File: config.mk
export PLATFORM = sky130hd
export DESIGN_NAME = vram_line_arbiter
export DESIGN_NICKNAME = d
export VERILOG_FILES = /design/src/rtl/vram_line_arbiter.sv
export SDC_FILE = /design/constraint.sdc
export NUM_CORES = 1
export LEC_CHECK = 0
export BUFFER_PORTS_ARGS = -buffer_cell sky130_fd_sc_hd__buf_2
export CORE_MARGIN = 2
export CORE_UTILIZATION = 40
export CTS_CLUSTER_SIZE = 8
export DETAILED_ROUTE_END_ITERATION = 10
export HOLD_SLACK_MARGIN = 0.02
export PLACE_DENSITY = 0.71
export SETUP_SLACK_MARGIN = 0.3
export SKIP_CTS_REPAIR_TIMING = 1
export SLEW_MARGIN = 0
export SYNTH_ARGS = -nofsm -noshare
export SYNTH_HDL_FRONTEND = slang
export SYNTH_SLANG_ARGS = --single-unit
File: constraint.sdc
create_clock -name clk -period 2.9 [get_ports clk]
set_clock_uncertainty 0.2 [all_clocks]
set_input_delay 0.145 -clock clk [delete_from_list [all_inputs] [get_ports clk]]
set_output_delay 0.145 -clock clk [all_outputs]
set_load 0.01 [all_outputs]
File: src/rtl/vram_line_arbiter.sv
// vram_line_arbiter: arbitrates the off-chip SRAM between GPU pixel accesses and display line fetches
//   A line request streams LINE_W pixels of one VRAM row into an external line buffer;
//   with GPU_SLOT != 0 every GPU_SLOT-th line cycle is offered to a waiting GPU request.
//   Optional feature macro: VRAM_LINE_SCALE_EN (horizontal scaling of the source x by dis_w/LINE_W).
// Ports:
//   clk, rst                                         clock, synchronous active-high reset
//   gpu_req/gpu_we/gpu_addr/gpu_wdata                GPU request (held until gpu_gnt)
//   gpu_gnt/gpu_rvalid/gpu_rdata                     grant, read data one cycle after a read grant
//   line_req/line_y/x_tl/dis_w                       line fetch start pulse and its parameters
//   line_busy/line_done/line_overrun                 fetch status pulses
//   pix_we/pix_x/pix_rgb                             line buffer write port (RGB888 from 5:5:5)
//   sram_addr/sram_dq_in/sram_dq_out/sram_dq_oe      SRAM address and data
//   sram_ce_n/sram_lb_n/sram_ub_n/sram_oe_n/sram_we_n SRAM control, active low
module vram_line_arbiter #(
  parameter int ADDR_W    = 20,
  parameter int DATA_W    = 16,
  parameter int LINE_W    = 640,
  parameter int ROW_SHIFT = 10,
  parameter int GPU_SLOT  = 4
) (
  input  logic                    clk,
  input  logic                    rst,
  input  logic                    gpu_req,
  input  logic                    gpu_we,
  input  logic [ADDR_W-1:0]       gpu_addr,
  input  logic [DATA_W-1:0]       gpu_wdata,
  output logic                    gpu_gnt,
  output logic                    gpu_rvalid,
  output logic [DATA_W-1:0]       gpu_rdata,
  input  logic                    line_req,
  input  logic [ADDR_W-ROW_SHIFT-1:0] line_y,
  input  logic [ROW_SHIFT-1:0]    x_tl,
  input  logic [ROW_SHIFT-1:0]    dis_w,
  output logic                    line_busy,
  output logic                    line_done,
  output logic                    line_overrun,
  output logic                    pix_we,
  output logic [9:0]              pix_x,
  output logic [23:0]             pix_rgb,
  output logic [ADDR_W-1:0]       sram_addr,
  input  logic [DATA_W-1:0]       sram_dq_in,
  output logic [DATA_W-1:0]       sram_dq_out,
  output logic                    sram_dq_oe,
  output logic                    sram_ce_n,
  output logic                    sram_lb_n,
  output logic                    sram_ub_n,
  output logic                    sram_oe_n,
  output logic                    sram_we_n
);
  localparam int Y_W  = ADDR_W - ROW_SHIFT;
  localparam int FX_W = 10;
  localparam int SC_W = GPU_SLOT > 1 ? $clog2(GPU_SLOT) : 1;
  typedef enum logic {S_IDLE, S_LINE} state_t;
  state_t                r_state, w_state_n;
  logic [Y_W-1:0]        r_y;
  logic [ROW_SHIFT-1:0]  r_x_tl, r_dis_w, w_src_x;
  logic [FX_W-1:0]       r_fx;
  logic [SC_W-1:0]       r_sc;
  logic                  r_gpu_rvalid, r_pix_we, r_line_done, r_line_overrun;
  logic [DATA_W-1:0]     r_gpu_rdata;
  logic [9:0]            r_pix_x;
  logic [23:0]           r_pix_rgb;
  logic                  w_slot, w_gpu_go, w_fetch, w_last;
`ifdef VRAM_LINE_SCALE_EN
  localparam int P_W = FX_W + ROW_SHIFT;
  assign w_src_x = ROW_SHIFT'((P_W'(r_fx) * P_W'(r_dis_w)) / P_W'(LINE_W)) + r_x_tl;
`else
  logic w_unused_dis_w;
  assign w_unused_dis_w = ^r_dis_w;
  assign w_src_x = ROW_SHIFT'(r_fx) + r_x_tl;
`endif
  assign w_last = r_fx == FX_W'(LINE_W - 1);
  // GPU slot is the last cycle of each GPU_SLOT-cycle group; never with interleave disabled
  assign w_slot = (GPU_SLOT != 0) && r_state == S_LINE && r_sc == SC_W'(GPU_SLOT - 1);
  always_comb begin
    w_gpu_go  = gpu_req && !rst && (r_state == S_IDLE || w_slot);
    w_fetch   = !rst && r_state == S_LINE && !w_gpu_go;
    w_state_n = r_state;
    if (r_state == S_IDLE && line_req) w_state_n = S_LINE;
    if (w_fetch && w_last) w_state_n = S_IDLE;
  end
  always_ff @(posedge clk) begin
    if (rst) begin
      r_state        <= S_IDLE;
      r_y            <= '0;
      r_x_tl         <= '0;
      r_dis_w        <= '0;
      r_fx           <= '0;
      r_sc           <= '0;
      r_gpu_rvalid   <= 1'b0;
      r_gpu_rdata    <= '0;
      r_pix_we       <= 1'b0;
      r_pix_x        <= '0;
      r_pix_rgb      <= '0;
      r_line_done    <= 1'b0;
      r_line_overrun <= 1'b0;
    end else begin
      r_state <= w_state_n;
      r_sc    <= (r_state == S_LINE && r_sc != SC_W'(GPU_SLOT - 1)) ? r_sc + 1'b1 : '0;
      r_fx    <= (r_state == S_IDLE) ? '0 : r_fx + FX_W'(w_fetch);
      if (r_state == S_IDLE && line_req) begin
        r_y     <= line_y;
        r_x_tl  <= x_tl;
        r_dis_w <= dis_w;
      end
      r_gpu_rvalid <= w_gpu_go && !gpu_we;
      if (w_gpu_go && !gpu_we) r_gpu_rdata <= sram_dq_in;
      r_pix_we <= w_fetch;
      if (w_fetch) begin
        r_pix_x   <= 10'(r_fx);
        r_pix_rgb <= {sram_dq_in[14:10], 3'b0, sram_dq_in[9:5], 3'b0, sram_dq_in[4:0], 3'b0};
      end
      r_line_done    <= w_fetch && w_last;
      r_line_overrun <= line_req && r_state == S_LINE;
    end
  end
  assign gpu_gnt      = w_gpu_go;
  assign gpu_rvalid   = r_gpu_rvalid;
  assign gpu_rdata    = r_gpu_rdata;
  assign line_busy    = r_state == S_LINE;
  assign line_done    = r_line_done;
  assign line_overrun = r_line_overrun;
  assign pix_we       = r_pix_we;
  assign pix_x        = r_pix_x;
  assign pix_rgb      = r_pix_rgb;
  assign sram_addr    = w_gpu_go ? gpu_addr : w_fetch ? {r_y, w_src_x} : '0;
  assign sram_dq_out  = gpu_wdata;
  assign sram_dq_oe   = w_gpu_go && gpu_we;
  assign sram_we_n    = !(w_gpu_go && gpu_we);
  assign sram_oe_n    = !(w_fetch || (w_gpu_go && !gpu_we));
  assign sram_ce_n    = 1'b0;
  assign sram_lb_n    = 1'b0;
  assign sram_ub_n    = 1'b0;
endmodule

==> results of run 1 <==
==> registers in the layout, summed over array words and instances, names as in the netlist <==
name and count:
pix_we 1, pix_rgb 15, gpu_rvalid 1, pix_x 10, line_done 1, r_y 10
r_sc 2, r_fx 10, r_x_tl 10, line_overrun 1, gpu_rdata 16, line_busy 1
==> final timing paths <==
path | startpoint | endpoint | slack [ns]
worst max-delay path | r_fx[0] | sram_addr[6] | 0.24
worst min-delay path | gpu_we | gpu_rdata[13] | 0.01
worst max register to register | line_busy | r_fx[9] | 0.53
worst min register to register | r_sc[0] | r_sc[0] | 0.25
==> layer usage <==
| layer | track usage [%] | vias to the layer above | routed length, µm |
|---|---|---|---|
| met5 | 0 | - | 0 |
| li1 | - | 1740 | - |
| met3 | 4.99 | 25 | 411 |
| met4 | 6.95 | 0 | 247 |
| met2 | 28.3 | 112 | 4390 |
| met1 | 21.8 | 1555 | 4010 |
==> synthesized netlist by cell type <==
library cell / count / area, µm²
fa_1: 1 / 20.0
a21oi_1: 26 / 130
nor2_1: 19 / 71.3
inv_2: 1 / 3.75
buf_6: 1 / 11.3
conb_1: 1 / 3.75
a31oi_1: 1 / 6.26
or4_1: 1 / 7.51
a21o_4: 1 / 15.0
nand3_1: 5 / 25.0
nand4_1: 4 / 25.0
xnor2_1: 5 / 43.8
nor4_1: 1 / 6.26
clkbuf_1: 15 / 56.3
o21ai_0: 54 / 270
nand2b_1: 42 / 263
a21o_1: 2 / 15.0
dfxtp_1: 78 / 1560
xor2_1: 9 / 78.8
nor3b_2: 1 / 12.5
o21bai_1: 2 / 15.0
and2_1: 1 / 6.26
a22o_1: 12 / 105
nor3_1: 3 / 15.0
buf_4: 31 / 233
nand2_1: 94 / 353
buf_2: 7 / 35.0
o21ai_1: 1 / 5.00
nor3b_1: 1 / 7.51
a211oi_1: 5 / 37.5
nand2b_4: 1 / 13.8
and3_1: 2 / 12.5
nor2b_1: 3 / 18.8
a32o_1: 1 / 10.0
inv_1: 5 / 18.8
ha_1: 12 / 150
==> area by class of cell <==
| type | instances | area [µm²] |
|---|---|---|
| clock buffer | 9 | 124 |
| clock inverter | 7 | 56.3 |
| multi-input combinational | 322 | 1840 |
| inverter | 6 | 22.5 |
| sequential | 78 | 1570 |
| tap | 108 | 135 |
| fill | 820 | 3960 |
| timing repair buffer | 176 | 1090 |
==> logic make-up after synthesis <==
family | share of synthesized area, %
AOI/OAI and AO/OA | 16.6
xor gates and xnor gates | 3.35
adders and majority gates | 4.65
buffers and inverters | 9.77
DFF | 42.6
other | 0.102
and+or+nand+nor | 22.9
==> power by group through the flow <==
| stage | sequential, mW | clock (mW) | combinational, mW |
|---|---|---|---|
| after floorplan | 1.17 | 0 | 0.174 |
| after global placement | 1.17 | 0 | 0.259 |
| after detailed placement | 1.17 | 0 | 0.263 |
| after CTS | 1.14 | 0.767 | 0.264 |
| after global routing | 1.15 | 0.807 | 0.337 |
| final | 1.14 | 0.736 | 0.305 |
==> worst max-delay path, stage by stage, from the launching register on <==
cell      delay, ns
dfxtp_4        0.37
ha_4           0.17
fa_2           0.43
a211oi_4       0.26
o21bai_1       0.11
a21oi_1        0.18
xor2_1         0.21
o21ai_0        0.09
buf_2          0.14
==> results.sh, run 1 <==
export IMPL_status="completed"
export IMPL_drtPass1Iterations=4
export IMPL_ant_nets=0
export IMPL_rsz0062_at_grt="yes"
export IMPL_cts_tree="yes"
export IMPL_p_leak_nw=2.18
export IMPL_grt_pass1_wl_mm=13.9
export IMPL_ys_seq_area_share_pct=42.6
export IMPL_clk_pin_slew_ns=0.08
export IMPL_finalSetupTns_ns=0
export IMPL_dp_hpwl_mm=6.44
export IMPL_die_w_um=99.7
export IMPL_cts_sinks=78
export IMPL_drtIter0Drc=138
export IMPL_syn_cell_area_mm2=0.00366
export IMPL_clock_power_share_pct=33.7
export IMPL_worstPathRequired_ns=2.56
export IMPL_min_path_cells=3
export IMPL_final_max_slew_viol_count=0
export IMPL_final_common_cell="buf_2"
export IMPL_intPower_mw=1.58
export IMPL_endpoint_kind="output pin"
export IMPL_root_buffer="clkbuf_8"
export IMPL_route_detailed_drc=0
export IMPL_grt_overflow_total=0
export IMPL_die_h_um=99.7
export IMPL_p_sw_mw=0.600
export IMPL_vdd_ir_drop_worst_mv=0.191
export IMPL_cts_buffers=9
export IMPL_pre_cts_slack_ns=0.366
export IMPL_htreeDepth=3
export IMPL_p_total_mw=2.18
export IMPL_wl_mm=9.06
export IMPL_fmax_ghz=0.376
export IMPL_holdWs_ns=0.0127
export IMPL_start_util_pct=41.6
export IMPL_track_usage_pct=17.4
export IMPL_vias=3432
export IMPL_antenna_found_initial=0
export IMPL_max_cap_violations=0
export IMPL_fp_coreArea_mm2=0.00881
export IMPL_yosysWarnings=0
export IMPL_cts_buffer_depth=2
export IMPL_final_cell_area_mm2=0.00485
export IMPL_switching_share_pct=27.5
export IMPL_r2r_cells=8
export IMPL_worstMarginPinSlew_ns=1.23
export IMPL_dpl_cell_area_mm2=0.00421
export IMPL_crit_fanout=4
export IMPL_syn_inst=449
export IMPL_critPathLaunchType="flop"
export IMPL_layout_nets=693
export IMPL_share_comb_of_total_power_pct=14.0
export IMPL_worst_setup_path_type="reg -> out"
export IMPL_slew_limit_headroom_pct=18.0
export IMPL_holdCritPathClass="in -> reg"
export IMPL_placed_cells=651
export IMPL_vias_per_cell=4.86
export IMPL_grt_max_degree=37
export IMPL_cp_data_arrival_time_ns=2.32
export IMPL_post_route_period_util_pct=91.8
export IMPL_fin_util_pct=55.0
export IMPL_wire_per_inst_um=12.8
export IMPL_setup_ws_ns=0.239
export IMPL_clk_latency_ns=0.34
export IMPL_drive_gt1_share_pct=28.4
export IMPL_layout_cells_non_filler=706
export IMPL_grt_pass1_vias=3061
export IMPL_p_seq_share_pct=52.3
export IMPL_area_growth_pct=32.3
export IMPL_ioPinCount=185
export IMPL_mostFrequentLayoutCells="130 x buf_2, 94 x nand2_1, 73 x dfxtp_1"
export IMPL_post_synth_num_cell_types=36
export IMPL_place_congestion=0.890
export IMPL_num_rows=34
export IMPL_syn_mean_instance_area_um2=8.16
export IMPL_ys_seq_elements=78
export IMPL_period_minus_slack_ns=2.66
export IMPL_dieArea_mm2=0.00994
export IMPL_finalHoldViolations=0
export IMPL_n_antenna_cell=0
export IMPL_finalSetupViolations=0
export IMPL_powerDensity_mw_per_mm2=450
export IMPL_io_buffers=130
Power figures use the tool's default switching activity.
==> run 2, diff against run 1 <==
==> constraint.sdc (replaced) <==
create_clock -name clk -period 2.9 [get_ports clk]
set_clock_uncertainty 0.2 [all_clocks]
set_input_delay 0.29 -clock clk [delete_from_list [all_inputs] [get_ports clk]]
set_output_delay 0.29 -clock clk [all_outputs]
set_load 0.01 [all_outputs]
==> results.sh, run 2 (synthesis results as in run 1) <==
export IMPL_status="completed"
export IMPL_worst_setup_path_type="reg -> out"
export IMPL_finalSetupViolations=0
export IMPL_ioPinCount=185
export IMPL_cts_buffers=9
export IMPL_start_util_pct=41.6
export IMPL_die_w_um=99.7
export IMPL_reg2reg_from="line_busy"
export IMPL_crit_fanout=4
export IMPL_route_detailed_drc=0
export IMPL_area_growth_pct=34.5
export IMPL_cts_tree="yes"
export IMPL_track_usage_pct=17.2
export IMPL_wire_per_inst_um=13.5
export IMPL_worstPathRequired_ns=2.41
export IMPL_grt_pass1_vias=2916
export IMPL_finalHoldViolations=0
export IMPL_worstMarginPinSlew_ns=0.711
export IMPL_reg2reg_setup_slack_ns=0.45
export IMPL_largest_reg_flops=16
export IMPL_vdd_ir_drop_worst_mv=0.283
export IMPL_fin_util_pct=55.9
export IMPL_grt_max_degree=40
export IMPL_antenna_found_initial=0
export IMPL_endpoint_kind="output pin"
export IMPL_dpl_cell_area_mm2=0.00422
export IMPL_cts_sinks=78
export IMPL_r2r_cells=8
export IMPL_max_cap_violations=0
export IMPL_root_buffer="clkbuf_8"
export IMPL_clk_latency_ns=0.34
export IMPL_vias=3445
export IMPL_final_common_cell="buf_2"
export IMPL_clk_pin_slew_ns=0.08
export IMPL_min_path_cells=3
export IMPL_cp_data_arrival_time_ns=2.26
export IMPL_grt_overflow_total=0
export IMPL_holdCritStartpoint="gpu_req"
export IMPL_fillers=830
export IMPL_dp_hpwl_mm=6.52
export IMPL_dieArea_mm2=0.00994
export IMPL_vias_per_cell=4.85
export IMPL_io_buffers=130
export IMPL_drive_gt1_share_pct=29.9
export IMPL_place_congestion=0.870
export IMPL_p_total_mw=2.29
export IMPL_num_rows=34
export IMPL_post_route_period_util_pct=94.7
export IMPL_final_max_slew_viol_count=0
export IMPL_die_h_um=99.7
export IMPL_wl_mm=9.56
export IMPL_grt_pass1_wl_mm=13.7
export IMPL_slew_limit_headroom_pct=52.6
export IMPL_htreeDepth=3
export IMPL_final_cell_area_mm2=0.00493
export IMPL_finalSetupTns_ns=0
export IMPL_ant_nets=0
export IMPL_p_leak_nw=2.21
export IMPL_n_antenna_cell=0
export IMPL_drtIter0Drc=159
export IMPL_drtPass1Iterations=4
export IMPL_fp_coreArea_mm2=0.00881
export IMPL_holdCritPathClass="in -> reg"
export IMPL_fmax_ghz=0.364
export IMPL_powerDensity_mw_per_mm2=464
export IMPL_cts_buffer_depth=2
export IMPL_critPathLaunchType="flop"
export IMPL_layout_nets=697
export IMPL_rsz0062_at_grt="yes"
export IMPL_mostFrequentLayoutCells="130 x buf_2, 94 x nand2_1, 71 x dfxtp_1"
export IMPL_setup_worst_path_start="r_fx[0]"
export IMPL_period_minus_slack_ns=2.75
==> run 2: metal layers <==
metal | vias up | global-route usage (%) | wire, µm
met5 | - | 0 | 0
met4 | 0 | 7.17 | 197
li1 | 1744 | - | -
met3 | 24 | 3.72 | 418
met1 | 1565 | 21.9 | 4050
met2 | 112 | 28.3 | 4890
==> run 2: through the flow <==
stage                     setup WS (ns)  hold WS (ns)  std cells
after floorplan                   0.463         0.199        460
after global placement            0.290         0.213        652
after detailed placement          0.243         0.223        652
after CTS                        -0.156       -0.0645        668
after global routing             0.0242         0.129        710
final                             0.155         0.110        710
==> run 2: worst paths after layout <==
check                                    end
worst min-delay path                  pix_we
worst max-delay path            sram_addr[8]
worst max register to register       r_fx[9]
worst min register to register       r_sc[0]
==> run 2: report_power, final <==
group | total [mW] | switching, mW | internal (mW)
logic | 0.311 | 0.159 | 0.152
clock network | 0.834 | 0.422 | 0.411
registers | 1.14 | 0.0288 | 1.11
==> run 2: cell type report <==
cell class	count	area [µm²]	area share, %
Clock inverter	7	80.1	1.63
Multi-Input combinational cell	322	1860	37.8
Tap cell	108	135	2.74
Sequential cell	78	1580	32.0
Timing Repair Buffer	180	1120	22.8
Inverter	6	22.5	0.457
Clock buffer	9	124	2.51
==> run 2: critical path: stages (launching register included) <==
cell and delay [ns]:
dfxtp_4 0.37, ha_4 0.18, fa_2 0.43, a211oi_4 0.27, o21ai_1 0.09, a31oi_1 0.21, xor2_1 0.17, o21ai_1 0.07
buf_2 0.13
==> run 3, diff against run 2 <==
--- a/config.mk
+++ b/config.mk
@@ -6,11 +6,14 @@
 export NUM_CORES = 1
 export LEC_CHECK = 0
 export BUFFER_PORTS_ARGS = -buffer_cell sky130_fd_sc_hd__buf_2
+export CORE_ASPECT_RATIO = 0.6
 export CORE_MARGIN = 2
 export CORE_UTILIZATION = 40
+export CTS_CLUSTER_DIAMETER = 50
 export CTS_CLUSTER_SIZE = 8
 export DETAILED_ROUTE_END_ITERATION = 10
 export HOLD_SLACK_MARGIN = 0.02
+export MAX_ROUTING_LAYER = met4
 export PLACE_DENSITY = 0.71
 export SETUP_SLACK_MARGIN = 0.3
 export SKIP_CTS_REPAIR_TIMING = 1
==> results.sh, run 3 (synthesis results as in run 1) <==
export IMPL_status="finished with violations"
export IMPL_violations="hold timing"
export IMPL_area_growth_pct=36.5
export IMPL_finalSetupTns_ns=0
export IMPL_r2r_cells=8
export IMPL_mostFrequentLayoutCells="130 x buf_2, 94 x nand2_1, 74 x dfxtp_1"
export IMPL_drtIter0Drc=184
export IMPL_track_usage_pct=19.2
export IMPL_max_cap_violations=0
export IMPL_n_antenna_cell=0
export IMPL_ant_nets=0
export IMPL_drtPass1Iterations=5
export IMPL_fin_util_pct=57.5
export IMPL_final_cell_area_mm2=0.00500
export IMPL_fmax_ghz=0.362
export IMPL_reg2reg_setup_slack_ns=0.60
export IMPL_intPower_mw=2.12
export IMPL_p_sw_mw=0.606
export IMPL_post_route_period_util_pct=95.1
export IMPL_final_common_cell="buf_2"
export IMPL_wire_per_inst_um=14.0
export IMPL_period_minus_slack_ns=2.76
export IMPL_layout_nets=689
export IMPL_worstMarginPinSlew_ns=0.799
export IMPL_die_h_um=78.1
export IMPL_setup_ws_ns=0.141
export IMPL_min_path_cells=3
export IMPL_r2r_end="r_fx[5]"
export IMPL_grt_overflow_total=0
export IMPL_wl_mm=9.85
export IMPL_htreeDepth=3
export IMPL_grt_pass1_vias=3175
export IMPL_layout_cells_non_filler=705
export IMPL_powerDensity_mw_per_mm2=545
export IMPL_reg2reg_from="line_busy"
export IMPL_vias_per_cell=4.92
export IMPL_die_w_um=128
export IMPL_p_total_mw=2.73
export IMPL_route_detailed_drc=0
export IMPL_p_leak_nw=2.24
export IMPL_p_seq_share_pct=41.9
export IMPL_finalSetupViolations=0
export IMPL_holdCritPathClass="in -> reg"
export IMPL_worstPathRequired_ns=2.41
export IMPL_clk_pin_slew_ns=0.06
export IMPL_antenna_found_initial=0
export IMPL_cts_tree="yes"
export IMPL_dieArea_mm2=0.00996
export IMPL_vias=3472
export IMPL_placed_cells=656
export IMPL_io_buffers=130
export IMPL_rsz0062_at_grt="yes"
export IMPL_holdWs_ns=-0.00121
export IMPL_root_buffer="clkbuf_16"
export IMPL_pre_cts_slack_ns=0.187
export IMPL_drive_gt1_share_pct=29.0
export IMPL_vdd_ir_drop_worst_mv=0.277
export IMPL_fp_coreArea_mm2=0.00869
export IMPL_largest_reg_flops=16
export IMPL_crit_fanout=3
export IMPL_ioPinCount=185
export IMPL_start_util_pct=42.2
export IMPL_cts_buffers=9
export IMPL_cts_buffer_depth=2
export IMPL_worst_setup_path_type="reg -> out"
export IMPL_critPathCapture="sram_addr[8]"
export IMPL_cts_sinks=78
export IMPL_dpl_cell_area_mm2=0.00422
export IMPL_grt_max_degree=64
export IMPL_clk_latency_ns=0.33
export IMPL_num_rows=26
export IMPL_grt_pass1_wl_mm=14.9
export IMPL_finalHoldViolations=1
export IMPL_switching_share_pct=22.2
export IMPL_cp_data_arrival_time_ns=2.27
export IMPL_dp_hpwl_mm=6.82
export IMPL_setup_worst_path_start="r_fx[0]"
export IMPL_clock_power_share_pct=46.7
export IMPL_endpoint_kind="output pin"
export IMPL_place_congestion=0.867
export IMPL_critPathLaunchType="flop"
export IMPL_share_comb_of_total_power_pct=11.4
export IMPL_slew_limit_headroom_pct=46.7
export IMPL_final_max_slew_viol_count=0
==> run 3: cell types whose count changed in the layout (fill, tap and decap cells not counted), moves of 3 or more <==
cell and delta:
clkbuf_16 +9, clkbuf_8 -8, dlygate4sd3_1 -6, dfxtp_1 +3, dfxtp_2 -3, inv_6 -3
==> run 3: layout make-up <==
class                      count  area [µm²]
sequential                    78        1570
timing repair buffer         172        1060
multi-input combinational    322        1870
fill                         776        3690
clock buffer                  11         243
inverter                       6        25.0
clock inverter                 4        95.1
tap                          112         140
==> run 3: layer usage <==
metal | share of wire [%] | GRT usage [%] | up-vias
met5 | 0 | - | -
met4 | 0.67 | 5.16 | 0
met3 | 6.6 | 5.52 | 13
met2 | 44 | 30.1 | 131
met1 | 49 | 24.6 | 1599
li1 | - | - | 1729
==> run 3: worst min path at each step <==
| stage | from | slack (ns) | endpoint |
|---|---|---|---|
| final | x_tl[5] | -0.001 | r_x_tl[5] |
| after global routing | line_y[1] | 0.02 | r_y[1] |
| after CTS | sram_dq_in[15] | -0.05 | gpu_rdata[15] |
| after detailed placement | r_sc[0] | 0.22 | r_sc[0] |
| after global placement | r_sc[0] | 0.21 | r_sc[0] |
| after floorplan | sram_dq_in[0] | 0.20 | gpu_rdata[0] |
==> run 3: critical path, stage by stage, from the launching register on <==
cell and delay [ns]:
dfxtp_4 0.35, ha_4 0.17, fa_2 0.43, a211oi_4 0.27, o21ai_1 0.11, a31oi_1 0.24, xor2_1 0.17, o21ai_1 0.07
buf_2 0.13
==> run 3: power by group through the flow <==
| stage | clock network [mW] | logic (mW) | registers, mW |
|---|---|---|---|
| 4_1_cts | 1.31 | 0.270 | 1.14 |
| 3_5_place_dp | 0 | 0.268 | 1.16 |
| 2_1_floorplan | 0 | 0.174 | 1.17 |
| 6_report | 1.27 | 0.310 | 1.14 |
| 3_3_place_gp | 0 | 0.262 | 1.16 |
| 5_1_grt | 1.35 | 0.343 | 1.15 |
